`config.mk`:
```
export PLATFORM = sky130hd
export DESIGN_NAME = alu_arbiter_flat
export DESIGN_NICKNAME = d
export VERILOG_FILES = /design/src/rtl/calculator_pkg.sv /design/src/rtl/alu_arbiter_if.sv /design/src/rtl/alu_arbiter.sv /design/src/flat_wrapper.sv
export SDC_FILE = /design/constraint.sdc
export NUM_CORES = 1
export LEC_CHECK = 0
export ABC_AREA = 1
export BUFFER_PORTS_ARGS = -buffer_cell sky130_fd_sc_hd__buf_2
export CAP_MARGIN = 20
export CELL_PAD_IN_SITES_DETAIL_PLACEMENT = 1
export CELL_PAD_IN_SITES_GLOBAL_PLACEMENT = 2
export CORE_UTILIZATION = 22
export CTS_CLUSTER_SIZE = 16
export DETAILED_ROUTE_END_ITERATION = 10
export PLACE_DENSITY_LB_ADDON = 0.05
export SYNTH_ARGS = -nofsm -noshare
export SYNTH_HDL_FRONTEND = slang
export SYNTH_SLANG_ARGS = --single-unit
```
`constraint.sdc`:
```
create_clock -name clk -period 1.6 [get_ports clk]
set_input_delay 0.32 -clock clk [delete_from_list [all_inputs] [get_ports clk]]
set_output_delay 0.32 -clock clk [all_outputs]
set_load 0.02 [all_outputs]
```
`src/rtl/calculator_pkg.sv`:
```
// Shared calculator types: ALU opcode encoding and the ALU arbiter state encoding.
package calculator_pkg;

  typedef enum logic [1:0] {
    ADD = 2'b00,
    SUB = 2'b01,
    MUL = 2'b10,
    DIV = 2'b11
  } alu_op_e;

  typedef enum logic [1:0] {
    S_IDLE   = 2'b00,
    S_ISSUE  = 2'b01,
    S_WAIT   = 2'b10,
    S_RETURN = 2'b11
  } arb_state_e;

endpackage

```
`src/rtl/alu_arbiter_if.sv`:
```
// Bus bundle between two ALU requesters, the arbiter and the shared ALU.
// Every channel is valid/ready: a transfer happens on a rising clk edge where
// valid and ready are both high; valid must not wait on ready, and payload
// must stay stable while valid is high and ready is low.
interface alu_arbiter_if #(
  parameter int DATA_WIDTH = 16
);
  logic [DATA_WIDTH-1:0] i_req0_a, i_req0_b;
  logic [1:0]            i_req0_op;
  logic                  i_req0_signed, i_req0_valid, o_req0_ready;
  logic [DATA_WIDTH-1:0] o_req0_result;
  logic                  o_req0_error, o_req0_result_valid, i_req0_result_ready;

  logic [DATA_WIDTH-1:0] i_req1_a, i_req1_b;
  logic [1:0]            i_req1_op;
  logic                  i_req1_signed, i_req1_valid, o_req1_ready;
  logic [DATA_WIDTH-1:0] o_req1_result;
  logic                  o_req1_error, o_req1_result_valid, i_req1_result_ready;

  logic [DATA_WIDTH-1:0] o_alu_input_a, o_alu_input_b;
  logic [1:0]            o_alu_input_op;
  logic                  o_alu_input_signed, o_alu_input_valid, i_alu_input_ready;
  logic [DATA_WIDTH-1:0] i_alu_result;
  logic                  i_alu_error, i_alu_result_valid, o_alu_result_ready;

  modport slave (
    input  i_req0_a, i_req0_b, i_req0_op, i_req0_signed, i_req0_valid, i_req0_result_ready,
    output o_req0_ready, o_req0_result, o_req0_error, o_req0_result_valid,
    input  i_req1_a, i_req1_b, i_req1_op, i_req1_signed, i_req1_valid, i_req1_result_ready,
    output o_req1_ready, o_req1_result, o_req1_error, o_req1_result_valid,
    output o_alu_input_a, o_alu_input_b, o_alu_input_op, o_alu_input_signed, o_alu_input_valid,
    input  i_alu_input_ready, i_alu_result, i_alu_error, i_alu_result_valid,
    output o_alu_result_ready
  );

  modport master (
    output i_req0_a, i_req0_b, i_req0_op, i_req0_signed, i_req0_valid, i_req0_result_ready,
    input  o_req0_ready, o_req0_result, o_req0_error, o_req0_result_valid,
    output i_req1_a, i_req1_b, i_req1_op, i_req1_signed, i_req1_valid, i_req1_result_ready,
    input  o_req1_ready, o_req1_result, o_req1_error, o_req1_result_valid,
    input  o_alu_input_a, o_alu_input_b, o_alu_input_op, o_alu_input_signed, o_alu_input_valid,
    output i_alu_input_ready, i_alu_result, i_alu_error, i_alu_result_valid,
    input  o_alu_result_ready
  );
endinterface

```
`src/rtl/alu_arbiter.sv`:
```
// Round-robin arbiter sharing one ALU between two requesters, one transaction
// in flight at a time: accept, issue to ALU, wait for result, hand back.
module alu_arbiter
  import calculator_pkg::*;
#(
  parameter int DATA_WIDTH = 16
) (
  input  logic        clk,
  input  logic        rst_n,
  alu_arbiter_if.slave bus,
  output logic        o_busy,
  output arb_state_e  o_state
);

  arb_state_e            state_q, state_d;
  logic                  last_grant_q, last_grant_d;
  logic                  owner_q, owner_d;
  logic [DATA_WIDTH-1:0] a_q, a_d, b_q, b_d;
  logic [1:0]            op_q, op_d;
  logic                  sgn_q, sgn_d;
  logic [DATA_WIDTH-1:0] result_q, result_d;
  logic                  error_q, error_d;
  logic                  grant_vld, grant;

  // On a tie the requester that did not own the last transaction wins.
  always_comb begin
    grant_vld = 1'b0;
    grant     = 1'b0;
    if (bus.i_req0_valid && bus.i_req1_valid) begin
      grant_vld = 1'b1;
      grant     = ~last_grant_q;
    end else if (bus.i_req0_valid) begin
      grant_vld = 1'b1;
      grant     = 1'b0;
    end else if (bus.i_req1_valid) begin
      grant_vld = 1'b1;
      grant     = 1'b1;
    end
  end

  assign bus.o_req0_ready = (state_q == S_IDLE) & grant_vld & ~grant;
  assign bus.o_req1_ready = (state_q == S_IDLE) & grant_vld &  grant;

  always_comb begin
    state_d      = state_q;
    last_grant_d = last_grant_q;
    owner_d      = owner_q;
    a_d          = a_q;
    b_d          = b_q;
    op_d         = op_q;
    sgn_d        = sgn_q;
    result_d     = result_q;
    error_d      = error_q;
    unique case (state_q)
      S_IDLE: begin
        if (grant_vld) begin
          state_d = S_ISSUE;
          owner_d = grant;
          a_d     = grant ? bus.i_req1_a      : bus.i_req0_a;
          b_d     = grant ? bus.i_req1_b      : bus.i_req0_b;
          op_d    = grant ? bus.i_req1_op     : bus.i_req0_op;
          sgn_d   = grant ? bus.i_req1_signed : bus.i_req0_signed;
        end
      end
      S_ISSUE: begin
        if (bus.i_alu_input_ready) state_d = S_WAIT;
      end
      S_WAIT: begin
        if (bus.i_alu_result_valid) begin
          state_d  = S_RETURN;
          result_d = bus.i_alu_result;
          error_d  = bus.i_alu_error;
        end
      end
      S_RETURN: begin
        if (owner_q ? bus.i_req1_result_ready : bus.i_req0_result_ready) begin
          state_d      = S_IDLE;
          last_grant_d = owner_q;
        end
      end
      default: state_d = S_IDLE;
    endcase
  end

  always_ff @(posedge clk or negedge rst_n) begin
    if (!rst_n) begin
      state_q      <= S_IDLE;
      last_grant_q <= 1'b1;
      owner_q      <= 1'b0;
      a_q          <= '0;
      b_q          <= '0;
      op_q         <= '0;
      sgn_q        <= 1'b0;
      result_q     <= '0;
      error_q      <= 1'b0;
    end else begin
      state_q      <= state_d;
      last_grant_q <= last_grant_d;
      owner_q      <= owner_d;
      a_q          <= a_d;
      b_q          <= b_d;
      op_q         <= op_d;
      sgn_q        <= sgn_d;
      result_q     <= result_d;
      error_q      <= error_d;
    end
  end

  // Registered operands/result drive the buses directly so they hold under backpressure.
  assign bus.o_alu_input_a       = a_q;
  assign bus.o_alu_input_b       = b_q;
  assign bus.o_alu_input_op      = op_q;
  assign bus.o_alu_input_signed  = sgn_q;
  assign bus.o_alu_input_valid   = (state_q == S_ISSUE);
  assign bus.o_alu_result_ready  = (state_q == S_WAIT);

  assign bus.o_req0_result       = result_q;
  assign bus.o_req0_error        = error_q;
  assign bus.o_req0_result_valid = (state_q == S_RETURN) & ~owner_q;
  assign bus.o_req1_result       = result_q;
  assign bus.o_req1_error        = error_q;
  assign bus.o_req1_result_valid = (state_q == S_RETURN) &  owner_q;

  assign o_busy  = (state_q != S_IDLE);
  assign o_state = state_q;

endmodule
```
`src/flat_wrapper.sv`:
```
// flat-port wrapper written by rule: the top's interface ports become plain ports
module alu_arbiter_flat import calculator_pkg::*;
#(
  parameter int DATA_WIDTH = 16
)
  (clk, rst_n, o_busy, o_state, bus_i_req0_a, bus_i_req0_b, bus_i_req0_op, bus_i_req0_signed, bus_i_req0_valid, bus_i_req0_result_ready, bus_o_req0_ready, bus_o_req0_result, bus_o_req0_error, bus_o_req0_result_valid, bus_i_req1_a, bus_i_req1_b, bus_i_req1_op, bus_i_req1_signed, bus_i_req1_valid, bus_i_req1_result_ready, bus_o_req1_ready, bus_o_req1_result, bus_o_req1_error, bus_o_req1_result_valid, bus_o_alu_input_a, bus_o_alu_input_b, bus_o_alu_input_op, bus_o_alu_input_signed, bus_o_alu_input_valid, bus_i_alu_input_ready, bus_i_alu_result, bus_i_alu_error, bus_i_alu_result_valid, bus_o_alu_result_ready);
  alu_arbiter_if #(.DATA_WIDTH(DATA_WIDTH)) bus_i ();
  input  logic clk;
  input  logic rst_n;
  output logic o_busy;
  output arb_state_e o_state;
  input wire logic [$bits(bus_i.i_req0_a)-1:0] bus_i_req0_a;
  input wire logic [$bits(bus_i.i_req0_b)-1:0] bus_i_req0_b;
  input wire logic [$bits(bus_i.i_req0_op)-1:0] bus_i_req0_op;
  input wire logic [$bits(bus_i.i_req0_signed)-1:0] bus_i_req0_signed;
  input wire logic [$bits(bus_i.i_req0_valid)-1:0] bus_i_req0_valid;
  input wire logic [$bits(bus_i.i_req0_result_ready)-1:0] bus_i_req0_result_ready;
  output wire logic [$bits(bus_i.o_req0_ready)-1:0] bus_o_req0_ready;
  output wire logic [$bits(bus_i.o_req0_result)-1:0] bus_o_req0_result;
  output wire logic [$bits(bus_i.o_req0_error)-1:0] bus_o_req0_error;
  output wire logic [$bits(bus_i.o_req0_result_valid)-1:0] bus_o_req0_result_valid;
  input wire logic [$bits(bus_i.i_req1_a)-1:0] bus_i_req1_a;
  input wire logic [$bits(bus_i.i_req1_b)-1:0] bus_i_req1_b;
  input wire logic [$bits(bus_i.i_req1_op)-1:0] bus_i_req1_op;
  input wire logic [$bits(bus_i.i_req1_signed)-1:0] bus_i_req1_signed;
  input wire logic [$bits(bus_i.i_req1_valid)-1:0] bus_i_req1_valid;
  input wire logic [$bits(bus_i.i_req1_result_ready)-1:0] bus_i_req1_result_ready;
  output wire logic [$bits(bus_i.o_req1_ready)-1:0] bus_o_req1_ready;
  output wire logic [$bits(bus_i.o_req1_result)-1:0] bus_o_req1_result;
  output wire logic [$bits(bus_i.o_req1_error)-1:0] bus_o_req1_error;
  output wire logic [$bits(bus_i.o_req1_result_valid)-1:0] bus_o_req1_result_valid;
  output wire logic [$bits(bus_i.o_alu_input_a)-1:0] bus_o_alu_input_a;
  output wire logic [$bits(bus_i.o_alu_input_b)-1:0] bus_o_alu_input_b;
  output wire logic [$bits(bus_i.o_alu_input_op)-1:0] bus_o_alu_input_op;
  output wire logic [$bits(bus_i.o_alu_input_signed)-1:0] bus_o_alu_input_signed;
  output wire logic [$bits(bus_i.o_alu_input_valid)-1:0] bus_o_alu_input_valid;
  input wire logic [$bits(bus_i.i_alu_input_ready)-1:0] bus_i_alu_input_ready;
  input wire logic [$bits(bus_i.i_alu_result)-1:0] bus_i_alu_result;
  input wire logic [$bits(bus_i.i_alu_error)-1:0] bus_i_alu_error;
  input wire logic [$bits(bus_i.i_alu_result_valid)-1:0] bus_i_alu_result_valid;
  output wire logic [$bits(bus_i.o_alu_result_ready)-1:0] bus_o_alu_result_ready;
  assign bus_i.i_req0_a = bus_i_req0_a;
  assign bus_i.i_req0_b = bus_i_req0_b;
  assign bus_i.i_req0_op = bus_i_req0_op;
  assign bus_i.i_req0_signed = bus_i_req0_signed;
  assign bus_i.i_req0_valid = bus_i_req0_valid;
  assign bus_i.i_req0_result_ready = bus_i_req0_result_ready;
  assign bus_o_req0_ready = bus_i.o_req0_ready;
  assign bus_o_req0_result = bus_i.o_req0_result;
  assign bus_o_req0_error = bus_i.o_req0_error;
  assign bus_o_req0_result_valid = bus_i.o_req0_result_valid;
  assign bus_i.i_req1_a = bus_i_req1_a;
  assign bus_i.i_req1_b = bus_i_req1_b;
  assign bus_i.i_req1_op = bus_i_req1_op;
  assign bus_i.i_req1_signed = bus_i_req1_signed;
  assign bus_i.i_req1_valid = bus_i_req1_valid;
  assign bus_i.i_req1_result_ready = bus_i_req1_result_ready;
  assign bus_o_req1_ready = bus_i.o_req1_ready;
  assign bus_o_req1_result = bus_i.o_req1_result;
  assign bus_o_req1_error = bus_i.o_req1_error;
  assign bus_o_req1_result_valid = bus_i.o_req1_result_valid;
  assign bus_o_alu_input_a = bus_i.o_alu_input_a;
  assign bus_o_alu_input_b = bus_i.o_alu_input_b;
  assign bus_o_alu_input_op = bus_i.o_alu_input_op;
  assign bus_o_alu_input_signed = bus_i.o_alu_input_signed;
  assign bus_o_alu_input_valid = bus_i.o_alu_input_valid;
  assign bus_i.i_alu_input_ready = bus_i_alu_input_ready;
  assign bus_i.i_alu_result = bus_i_alu_result;
  assign bus_i.i_alu_error = bus_i_alu_error;
  assign bus_i.i_alu_result_valid = bus_i_alu_result_valid;
  assign bus_o_alu_result_ready = bus_i.o_alu_result_ready;
  alu_arbiter #(.DATA_WIDTH(DATA_WIDTH)) u_core (.clk(clk), .rst_n(rst_n), .bus(bus_i), .o_busy(o_busy), .o_state(o_state));
endmodule
```
==> results of run 1 <==
repair_timing:
item                       CTS  global route
gates cloned                 0             0
pin swaps                    5             4
buffers inserted            10             2
setup endpoints to repair    5            10
resized for setup           14             4
path summary, 6_finish.rpt:
path	from	slack, ns	end
min reg2reg	u_core.bus.o_alu_input_a[0]	0.50	u_core.bus.o_alu_input_a[0]
max reg2reg	u_core.o_state[0]	0.14	u_core.bus.o_alu_input_b[0]
min	rst_n	0.009	u_core.bus.o_req0_result[0]
max	u_core.o_state[0]	0.01	bus_o_req1_ready
min in group clk	bus_i_req0_b[7]	0.23	u_core.bus.o_alu_input_b[7]
max in group asynchronous	rst_n	1.24	u_core.last_grant_q
flip-flops by register name, indices dropped and copies added, names as in the netlist:
register,count
u_core.bus.o_alu_input_b,16
u_core.o_state,2
u_core.bus.o_req0_result,16
u_core.bus.o_alu_input_op,2
u_core.bus.o_alu_input_a,16
u_core.bus.o_req0_error,1
u_core.last_grant_q,1
u_core.owner_q,1
u_core.bus.o_alu_input_signed,1
cell families after synthesis:
| kind of cell | after synthesis | synth area share |
|---|---|---|
| and+or+nand+nor | 167 | 0.266 |
| DFF | 56 | 0.526 |
| buffers and inverters | 40 | 0.107 |
| muxes | 17 | 0.0718 |
| adders and majority gates | 5 | 0.0235 |
| AOI/OAI and AO/OA | 3 | 0.00563 |
final cells by class:
| cell class | count | share of cell area |
|---|---|---|
| Clock inverter | 2 | 0.00258 |
| Tap cell | 143 | 0.0461 |
| Inverter | 12 | 0.0136 |
| Multi-Input combinational cell | 192 | 0.263 |
| Timing Repair Buffer | 195 | 0.277 |
| Sequential cell | 56 | 0.362 |
| Clock buffer | 6 | 0.0358 |
synthesized netlist by cell type, drive strengths merged:
master / n / share of area
nand2: 121 / 0.17
dfrtp: 55 / 0.52
nand3: 40 / 0.075
buf: 28 / 0.090
mux2: 17 / 0.072
inv: 12 / 0.017
ha: 5 / 0.023
nor2: 5 / 0.016
o21ai: 3 / 0.0056
dfstp: 1 / 0.0099
or2: 1 / 0.0023
worst max-delay path, delay by kind of cell, from the launching register on:
kind	cells	cell delay (ns)
DFF	1	0.42
adders and majority gates	1	0.17
and+or+nand+nor	1	0.11
buffers and inverters	3	0.27
per-stage QoR:
step	power [mW]	util	cells
3_5_place_dp	6.97	0.308	586
4_1_cts	8.40	0.332	604
5_1_grt	8.92	0.334	606
2_1_floorplan	5.70	-	288
6_report	8.26	0.334	606
3_3_place_gp	6.93	0.308	586
power groups by stage:
stage | Combinational [mW] | Clock (mW) | Sequential (mW)
6_report | 4.59 | 1.12 | 2.55
3_3_place_gp | 4.36 | 0 | 2.56
4_1_cts | 4.65 | 1.18 | 2.57
5_1_grt | 5.02 | 1.23 | 2.67
2_1_floorplan | 2.27 | 0 | 3.43
3_5_place_dp | 4.38 | 0 | 2.59
per-layer routing:
| metal | share of wire | wire length, um | vias up |
|---|---|---|---|
| li1 | - | - | 1238 |
| met1 | 0.42 | 3510 | 1172 |
| met2 | 0.47 | 3930 | 114 |
| met3 | 0.11 | 889 | 2 |
| met4 | 0.0044 | 37 | 0 |
| met5 | 0 | 0 | - |
==> metrics.cfg, run 1 <==
[outcome]
violations_in_the_final_reports = design-rule violations
outcome = finished, violations left

[global_routing]
globalRouteMet3Util = 0.0470
via_count_of_the_first_global_routing_pass = 2648
global_route_wire_length_before_repair_um = 13700
grt_start_max_net_pins = 57
met2_grt_util = 0.236
groute.usage.overall = 0.138
grt_busiest_layer = met2
global_route_met1_utilization = 0.171
globalRouteOverflowTotal = 0
grt_antenna_before_repair = 0

[critical_path]
worst_path_max_delay_cell = sky130_fd_sc_hd__dfrtp_2
crit_arrival_ns = 1.27
crit_fanout = 3
reg2reg_depth = 9
critPathKind = reg2out
critPathCaptureType = output pin
worst_path_largest_cell_delay_ns = 0.42
worst_setup_path_start_kind = flop
timing.critical_path.required_ns = 1.28
worstPathCellList = inv_2, ha_4, inv_4, nor2_4, buf_6

[power_and_ir_drop]
p_switching_mw = 3.72
worst_ir_drop_vdd_v = 0.000513
pwr-share-comb = 0.556
p_leak_nw = 2.12
p_per_area_nw_per_um2 = 2130
sequential_group_share_of_total_power = 0.309
internal_power_mw = 4.54
clock_power_share = 0.135
power.share.switching = 0.450

[yosys]
synth.lib_cells_used.distinct = 17
postSynthAreaPerCell_um2 = 9.26
synth_seq_cells = 56
synth-warning-count = 0
mappedNetlistNets = 388
synthCells = 288
mappedNetlistArea_um2 = 2670
synth_sequential_area_ratio = 0.526

[floorplanning]
floorplan.initialDensity = 0.230
die_area_um2 = 12600
die_height_um = 112
total_number_of_placement_rows = 39
floorplan.io_pins = 173
core_region_area_um2 = 11600
die_wd_um = 112

[sta]
number_of_setup_violations_in_the_final_report = 0
period_minus_ws_final_ns = 1.59
layout_worst_path_cycle_share = 0.993
worst_slew_margin_rel = 0.773
rsz0062_at_grt = yes
timing.final.max_slew_violations = 0
worst-slew-pin-transition_ns = 0.341
setup_tns_ns = 0
fmax_mhz = 630
clock_tree_skew_after_final_layout_ns = 0.00476
setup_ws_ns = 0.0115
timing_hold_violations_final = 0
whs_ns = 0.00857

[cts]
clkTransAtPathRegs_ns = 0.07
insertion_delay_ns = 0.29
tritoncts_buffer_count = 5
cts.htree.levels = 2
ctsLongestPathBuffers = 2
ctsHoldBuffers = 0
root_buffer = sky130_fd_sc_hd__clkbuf_16
clock-sinks = 56
cts_tree = done

[hold_path]
hold_class = in2async

[route]
route.detailed.drc = 14
via_count = 2526
ant_nets = 0
dr.first_iter.drc_count = 57
routed_wire_length_per_instance_um = 13.8
routed_via_density = 4.17
total_wire_length_after_detailed_routing_um = 8370
first_pass_iters = 11

[cells_and_area]
syn_to_final_growth_pct = 45.4
register_area_um2 = 1400
most-common-layout-cells = sky130_fd_sc_hd__buf_2, sky130_fd_sc_hd__nand2_1, sky130_fd_sc_hd__dfrtp_1
num-fill-cells = 1421
multiInputGateArea_um2 = 1020
design_area_um2 = 3880
drive_above_1_share = 0.516
layout_commonest_cell = sky130_fd_sc_hd__buf_2
antenna_diode_count = 0
num-nets-final = 562

[placed_design]
io_buffers = 172
post_place_setup_slack_ns = 0.0865
dpl-instance-area_um2 = 3580
gp_congestion = 0.719
sum_of_net_half_perimeters_after_detailed_placement_um = 6240

[flow_run]
cap_viol_max_count = 0

Power figures use the tool's default switching activity.
==> inputs of run 2 (changes only) <==
--- a/config.mk
+++ b/config.mk
@@ -6,7 +6,7 @@
 export NUM_CORES = 1
 export LEC_CHECK = 0
 export ABC_AREA = 1
-export BUFFER_PORTS_ARGS = -buffer_cell sky130_fd_sc_hd__buf_2
+export BUFFER_PORTS_ARGS = -buffer_cell sky130_fd_sc_hd__buf_4
 export CAP_MARGIN = 20
 export CELL_PAD_IN_SITES_DETAIL_PLACEMENT = 1
 export CELL_PAD_IN_SITES_GLOBAL_PLACEMENT = 2
==> metrics.cfg, run 2 (synthesized netlist as in run 1, its figures left out) <==
[sta]
timing_hold_violations_final = 0
worst-slew-pin-transition_ns = 0.381
number_of_setup_violations_in_the_final_report = 3
clock_tree_skew_after_final_layout_ns = 0.00647
fmax_mhz = 617
setup_ws_ns = -0.0214
rsz0062_at_grt = yes
worst_slew_margin_rel = 0.746
timing.final.max_slew_violations = 0
layout_worst_path_cycle_share = 1.01
setup_tns_ns = -0.0343
period_minus_ws_final_ns = 1.62

[critical_path]
timing.critical_path.required_ns = 1.28
critPathKind = reg2out
critical_path.n_buffers_inverters = 2
crit_fanout = 3
worst_path_largest_cell_delay_ns = 0.54
worstPathCellList = nand2_1, nand2_2, inv_2, nor2_8, buf_6
worst_path_max_delay_cell = sky130_fd_sc_hd__dfstp_2
worst_setup_path_start_kind = flop
cp_top_family = flip-flops
critPathCaptureType = output pin
crit_arrival_ns = 1.30

[route]
via_count = 2552
route.detailed.drc = 15
first_pass_iters = 8
ant_nets = 0
routed_wire_length_per_instance_um = 14.8
total_wire_length_after_detailed_routing_um = 8870
routed_via_density = 4.25
dr.first_iter.drc_count = 72

[cts]
ctsLongestPathBuffers = 2
tritoncts_buffer_count = 5
cts.htree.levels = 2
root_buffer = sky130_fd_sc_hd__clkbuf_16
insertion_delay_ns = 0.30
cts_tree = done
clkTransAtPathRegs_ns = 0.07
clock-sinks = 56

[floorplanning]
die_area_um2 = 12600
die_height_um = 112
core_region_area_um2 = 11600
total_number_of_placement_rows = 39
floorplan.io_pins = 173
floorplan.initialDensity = 0.230
die_wd_um = 112

[global_routing]
groute.usage.overall = 0.145
global_route_wire_length_before_repair_um = 14300
via_count_of_the_first_global_routing_pass = 2754
grt_antenna_before_repair = 0
grt_start_max_net_pins = 33
globalRouteOverflowTotal = 0

[placed_design]
gp_congestion = 0.710
sum_of_net_half_perimeters_after_detailed_placement_um = 6720
io_buffers = 172

[outcome]
violations_in_the_final_reports = design-rule violations, negative setup slack
outcome = finished, violations left

[cells_and_area]
num-nets-final = 558
drive_above_1_share = 0.509
post-route-util = 0.371
layout_commonest_cell = sky130_fd_sc_hd__buf_4
syn_to_final_growth_pct = 61.6
most-common-layout-cells = sky130_fd_sc_hd__buf_4, sky130_fd_sc_hd__nand2_1, sky130_fd_sc_hd__dfrtp_1
antenna_diode_count = 0

[hold_path]
hold_class = in2reg

[flow_run]
cap_viol_max_count = 0

[power_and_ir_drop]
worst_ir_drop_vdd_v = 0.000554
design_power_total_mw = 8.99
p_leak_nw = 2.24
p_per_area_nw_per_um2 = 2090

-- run 2: changes by cell type in the layout (fill, tap and decap cells not counted), moves of 2 or more --
cell                       before  now
sky130_fd_sc_hd__inv_2          4    6
sky130_fd_sc_hd__buf_6          2    6
sky130_fd_sc_hd__clkinv_2       2    0
sky130_fd_sc_hd__buf_4         22  180
sky130_fd_sc_hd__inv_4          3    1
sky130_fd_sc_hd__buf_2        169    0
-- run 2: what timing repair did --
item                                    in CTS  in global routing
pin swaps                                    5                  4
hold buffers                                 1                  0
gates resized for setup                     12                  7
setup buffers                                6                  1
hold endpoints to repair                    23                  0
endpoints found under the setup margin       5                  7
-- run 2: final timing paths --
path	from	end	cells after the start	slack, ns
max	u_core.last_grant_q	bus_o_req0_ready	5	-0.02
min	bus_i_req0_b[8]	u_core.bus.o_alu_input_b[8]	3	0.22
max reg2reg	u_core.last_grant_q	u_core.bus.o_alu_input_a[9]	9	0.10
min reg2reg	u_core.bus.o_alu_input_b[13]	u_core.bus.o_alu_input_b[13]	2	0.50
max in group asynchronous	rst_n	u_core.bus.o_alu_input_op[1]	3	0.61
min in group asynchronous	rst_n	u_core.bus.o_alu_input_b[7]	2	0.50
-- run 2: worst register-to-register path: stages (launching register included) --
cell,delay (ns)
sky130_fd_sc_hd__dfstp_2,0.54
sky130_fd_sc_hd__nand2_1,0.06
sky130_fd_sc_hd__nand2_2,0.08
sky130_fd_sc_hd__buf_6,0.11
sky130_fd_sc_hd__nor2_4,0.04
sky130_fd_sc_hd__buf_4,0.12
sky130_fd_sc_hd__buf_4,0.15
sky130_fd_sc_hd__buf_4,0.16
sky130_fd_sc_hd__nand2_1,0.07
sky130_fd_sc_hd__nand3_1,0.07
-- run 2: power breakdown --
part	internal [mW]	total (mW)	switching, mW
clock network	0.659	1.16	0.502
registers	2.15	2.62	0.468
logic	2.36	5.21	2.85
total	5.18	8.99	3.82
-- run 2: metrics by stage --
step / cells / hold WS (ns) / cell area [um2] / setup WS, ns
after floorplan: 288 / 0.0244 / 2670 / 0.0146
after global placement: 586 / 0.279 / 4020 / 0.113
after detailed placement: 586 / 0.280 / 4020 / 0.0946
after CTS: 600 / 0.217 / 4270 / -0.0554
after global routing: 601 / 0.220 / 4310 / -0.0883
final: 601 / 0.223 / 4310 / -0.0214
-- run 2: layer usage --
| layer | vias to the layer above | part of all wire | global-route usage |
|---|---|---|---|
| li1 | 1233 | - | - |
| met1 | 1197 | 0.41 | 0.172 |
| met2 | 116 | 0.48 | 0.248 |
| met3 | 6 | 0.10 | 0.0535 |
| met4 | 0 | 0.010 | 0.0373 |
| met5 | - | 0 | 0 |
-- run 2: cell type report --
type                            instances  area (um2)
Timing Repair Buffer                  191        1500
Sequential cell                        56        1400
Multi-Input combinational cell        192        1020
Clock buffer                            7         153
Tap cell                              143         179
Fill cell                            1386        7300
Inverter                               12        47.5
==> inputs of run 3 (changes only) <==
--- a/config.mk
+++ b/config.mk
@@ -5,12 +5,12 @@
 export SDC_FILE = /design/constraint.sdc
 export NUM_CORES = 1
 export LEC_CHECK = 0
-export ABC_AREA = 1
 export BUFFER_PORTS_ARGS = -buffer_cell sky130_fd_sc_hd__buf_4
 export CAP_MARGIN = 20
 export CELL_PAD_IN_SITES_DETAIL_PLACEMENT = 1
 export CELL_PAD_IN_SITES_GLOBAL_PLACEMENT = 2
-export CORE_UTILIZATION = 22
+export CORE_MARGIN = 2
+export CORE_UTILIZATION = 24
 export CTS_CLUSTER_SIZE = 16
 export DETAILED_ROUTE_END_ITERATION = 10
 export PLACE_DENSITY_LB_ADDON = 0.05
==> metrics.cfg, run 3 <==
[critical_path]
critPathCaptureType = output pin
worst_setup_path_start_kind = flop
crit_arrival_ns = 1.37
crit_fanout = 5
timing.critical_path.required_ns = 1.28
critPathKind = reg2out

[placed_design]
gp_congestion = 0.726
io_buffers = 172
dpl-instance-area_um2 = 4100
sum_of_net_half_perimeters_after_detailed_placement_um = 6350
post-place-cells = 495

[global_routing]
global_route_wire_length_before_repair_um = 13500
grt_start_max_net_pins = 38
via_count_of_the_first_global_routing_pass = 2548
grt_antenna_before_repair = 0
groute.usage.overall = 0.147
globalRouteOverflowTotal = 0

[sta]
worst_slew_margin_rel = 0.283
layout_worst_path_cycle_share = 1.06
period_minus_ws_final_ns = 1.69
timing_hold_violations_final = 0
worst-slew-pin-transition_ns = 1.07
setup_ws_ns = -0.0894
number_of_setup_violations_in_the_final_report = 38
clock_tree_skew_after_final_layout_ns = 0.00755
timing.final.max_slew_violations = 0
fmax_mhz = 592
rsz0062_at_grt = yes

[route]
routed_wire_length_per_instance_um = 17.9
via_count = 2380
first_pass_iters = 4
route.detailed.drc = 0
routed_via_density = 4.61
ant_nets = 0
dr.first_iter.drc_count = 75
total_wire_length_after_detailed_routing_um = 9260

[yosys]
synth_compound_area_frac = 0.159
synth_seq_cells = 56
synthCells = 204
post_synth_fa_ha_maj_area_fraction = 0.0241
synthFlopType = sky130_fd_sc_hd__dfrtp_1
postSynthAreaPerCell_um2 = 12.7
mappedNetlistNets = 304
synth-warning-count = 0
synth.lib_cells_used.distinct = 26
synth_simple_gate_area_share = 0.114
yosys-top-cells-count = sky130_fd_sc_hd__dfrtp_1, sky130_fd_sc_hd__a221o_1, sky130_fd_sc_hd__and3_1
main_area_contributors_after_synthesis = sky130_fd_sc_hd__dfrtp_1, sky130_fd_sc_hd__a221o_1, sky130_fd_sc_hd__and3_1, sky130_fd_sc_hd__buf_4, sky130_fd_sc_hd__mux2_1
synthDominantCellAreaShare = 0.530
post-synth-top-count-cell = sky130_fd_sc_hd__dfrtp_1
synth-async-reset-ratio = 1.00
edff_count_synth = 0
synth_area_leader_cell = sky130_fd_sc_hd__dfrtp_1
synth_top_family_by_area = compound AO/OA/AOI/OAI gates
synth.mux.area_fraction = 0.0872
yosys.area_share.xor_xnor = 0
synth_sequential_area_ratio = 0.540
mappedNetlistArea_um2 = 2600

[cts]
cts.htree.levels = 2
tritoncts_buffer_count = 5
ctsLongestPathBuffers = 2
cts_tree = done
clock-sinks = 56
root_buffer = sky130_fd_sc_hd__clkbuf_8
insertion_delay_ns = 0.31
clkTransAtPathRegs_ns = 0.10

[outcome]
violations_in_the_final_reports = negative setup slack
outcome = finished, violations left

[cells_and_area]
most-common-layout-cells = sky130_fd_sc_hd__buf_4, sky130_fd_sc_hd__dfrtp_1, sky130_fd_sc_hd__a221o_1
post-route-util = 0.426
design_area_um2 = 4440
syn_to_final_growth_pct = 70.9
antenna_diode_count = 0
layout_commonest_cell = sky130_fd_sc_hd__buf_4
layout.cells.non_filler = 516
drive_above_1_share = 0.642
num-nets-final = 479

[power_and_ir_drop]
worst_ir_drop_vdd_v = 0.00110
design_power_total_mw = 8.93
p_leak_nw = 2.32
p_per_area_nw_per_um2 = 2010

[floorplanning]
die_area_um2 = 11700
die_height_um = 108
floorplan.initialDensity = 0.249
die_wd_um = 108
core_region_area_um2 = 10400
floorplan.io_pins = 173
total_number_of_placement_rows = 37

[hold_path]
hold_class = in2reg

[flow_run]
cap_viol_max_count = 0

run 3: final cells by class:
cell class / instances / area (um2)
timing repair buffer: 199 / 1620
clock inverter: 2 / 15.0
clock buffer: 6 / 82.6
inverter: 3 / 16.3
sequential: 56 / 1410
multi-input combinational: 114 / 1130
fill: 1155 / 5980
tap: 136 / 170
run 3: per-layer routing:
layer,track usage,up-vias,routed length [um]
li1,-,1110,-
met1,0.189,1173,4010
met2,0.252,93,4540
met3,0.0338,4,645
met4,0.0330,0,68
met5,0,-,0
run 3: timing repair:
item / CTS / global route
buffers inserted: 8 / 0
pin swaps: 1 / 1
resized for setup: 9 / 13
gates cloned: 0 / 4
hold endpoints to repair: 19 / 0
hold buffers: 1 / 0
endpoints found under the setup margin: 43 / 60
run 3: kinds of logic (layout without fill, tap and decap cells):
logic type,Yosys count,in the layout
flops,56,56
simple gates,48,48
compound gates,41,41
buf+inv,34,210
mux,20,20
fa+ha+maj,5,5
run 3: through the flow:
step	hold slack [ns]	setup WS (ns)	setup TNS, ns
after global placement	0.224	-0.0666	-0.876
after CTS	0.207	-0.106	-0.921
final	0.227	-0.0894	-0.930
after floorplan	0.0244	-0.0746	-0.813
after global routing	0.207	-0.161	-4.16
after detailed placement	0.226	-0.0789	-1.48
run 3: power breakdown:
part | leakage [nW] | internal, mW | switching, mW
Clock | 0.0434 | 0.352 | 0.481
Combinational | 1.60 | 2.80 | 2.68
Sequential | 0.680 | 2.13 | 0.500
Total | 2.32 | 5.27 | 3.66
run 3: worst max-delay path, cell delays in order (launching register included):
cell and delay (ns):
sky130_fd_sc_hd__dfrtp_2 0.46, sky130_fd_sc_hd__inv_4 0.08, sky130_fd_sc_hd__ha_4 0.15, sky130_fd_sc_hd__and2_4 0.14, sky130_fd_sc_hd__and2_4 0.13, sky130_fd_sc_hd__buf_6 0.11
run 3: path summary, 6_finish.rpt:
path                                             start  slack (ns)  depth (start not counted)                     endpoint
setup / recovery                     u_core.o_state[1]       -0.09                          5             bus_o_req0_ready
hold / removal                     bus_i_alu_result[5]        0.23                          2  u_core.bus.o_req0_result[5]
setup reg to reg                     u_core.o_state[1]       -0.07                          5            u_core.o_state[1]
hold reg to reg            u_core.bus.o_alu_input_a[4]        0.52                          1  u_core.bus.o_alu_input_a[4]
max in group asynchronous                        rst_n        0.62                          3          u_core.last_grant_q
min in group asynchronous                        rst_n        0.43                          2  u_core.bus.o_req0_result[9]
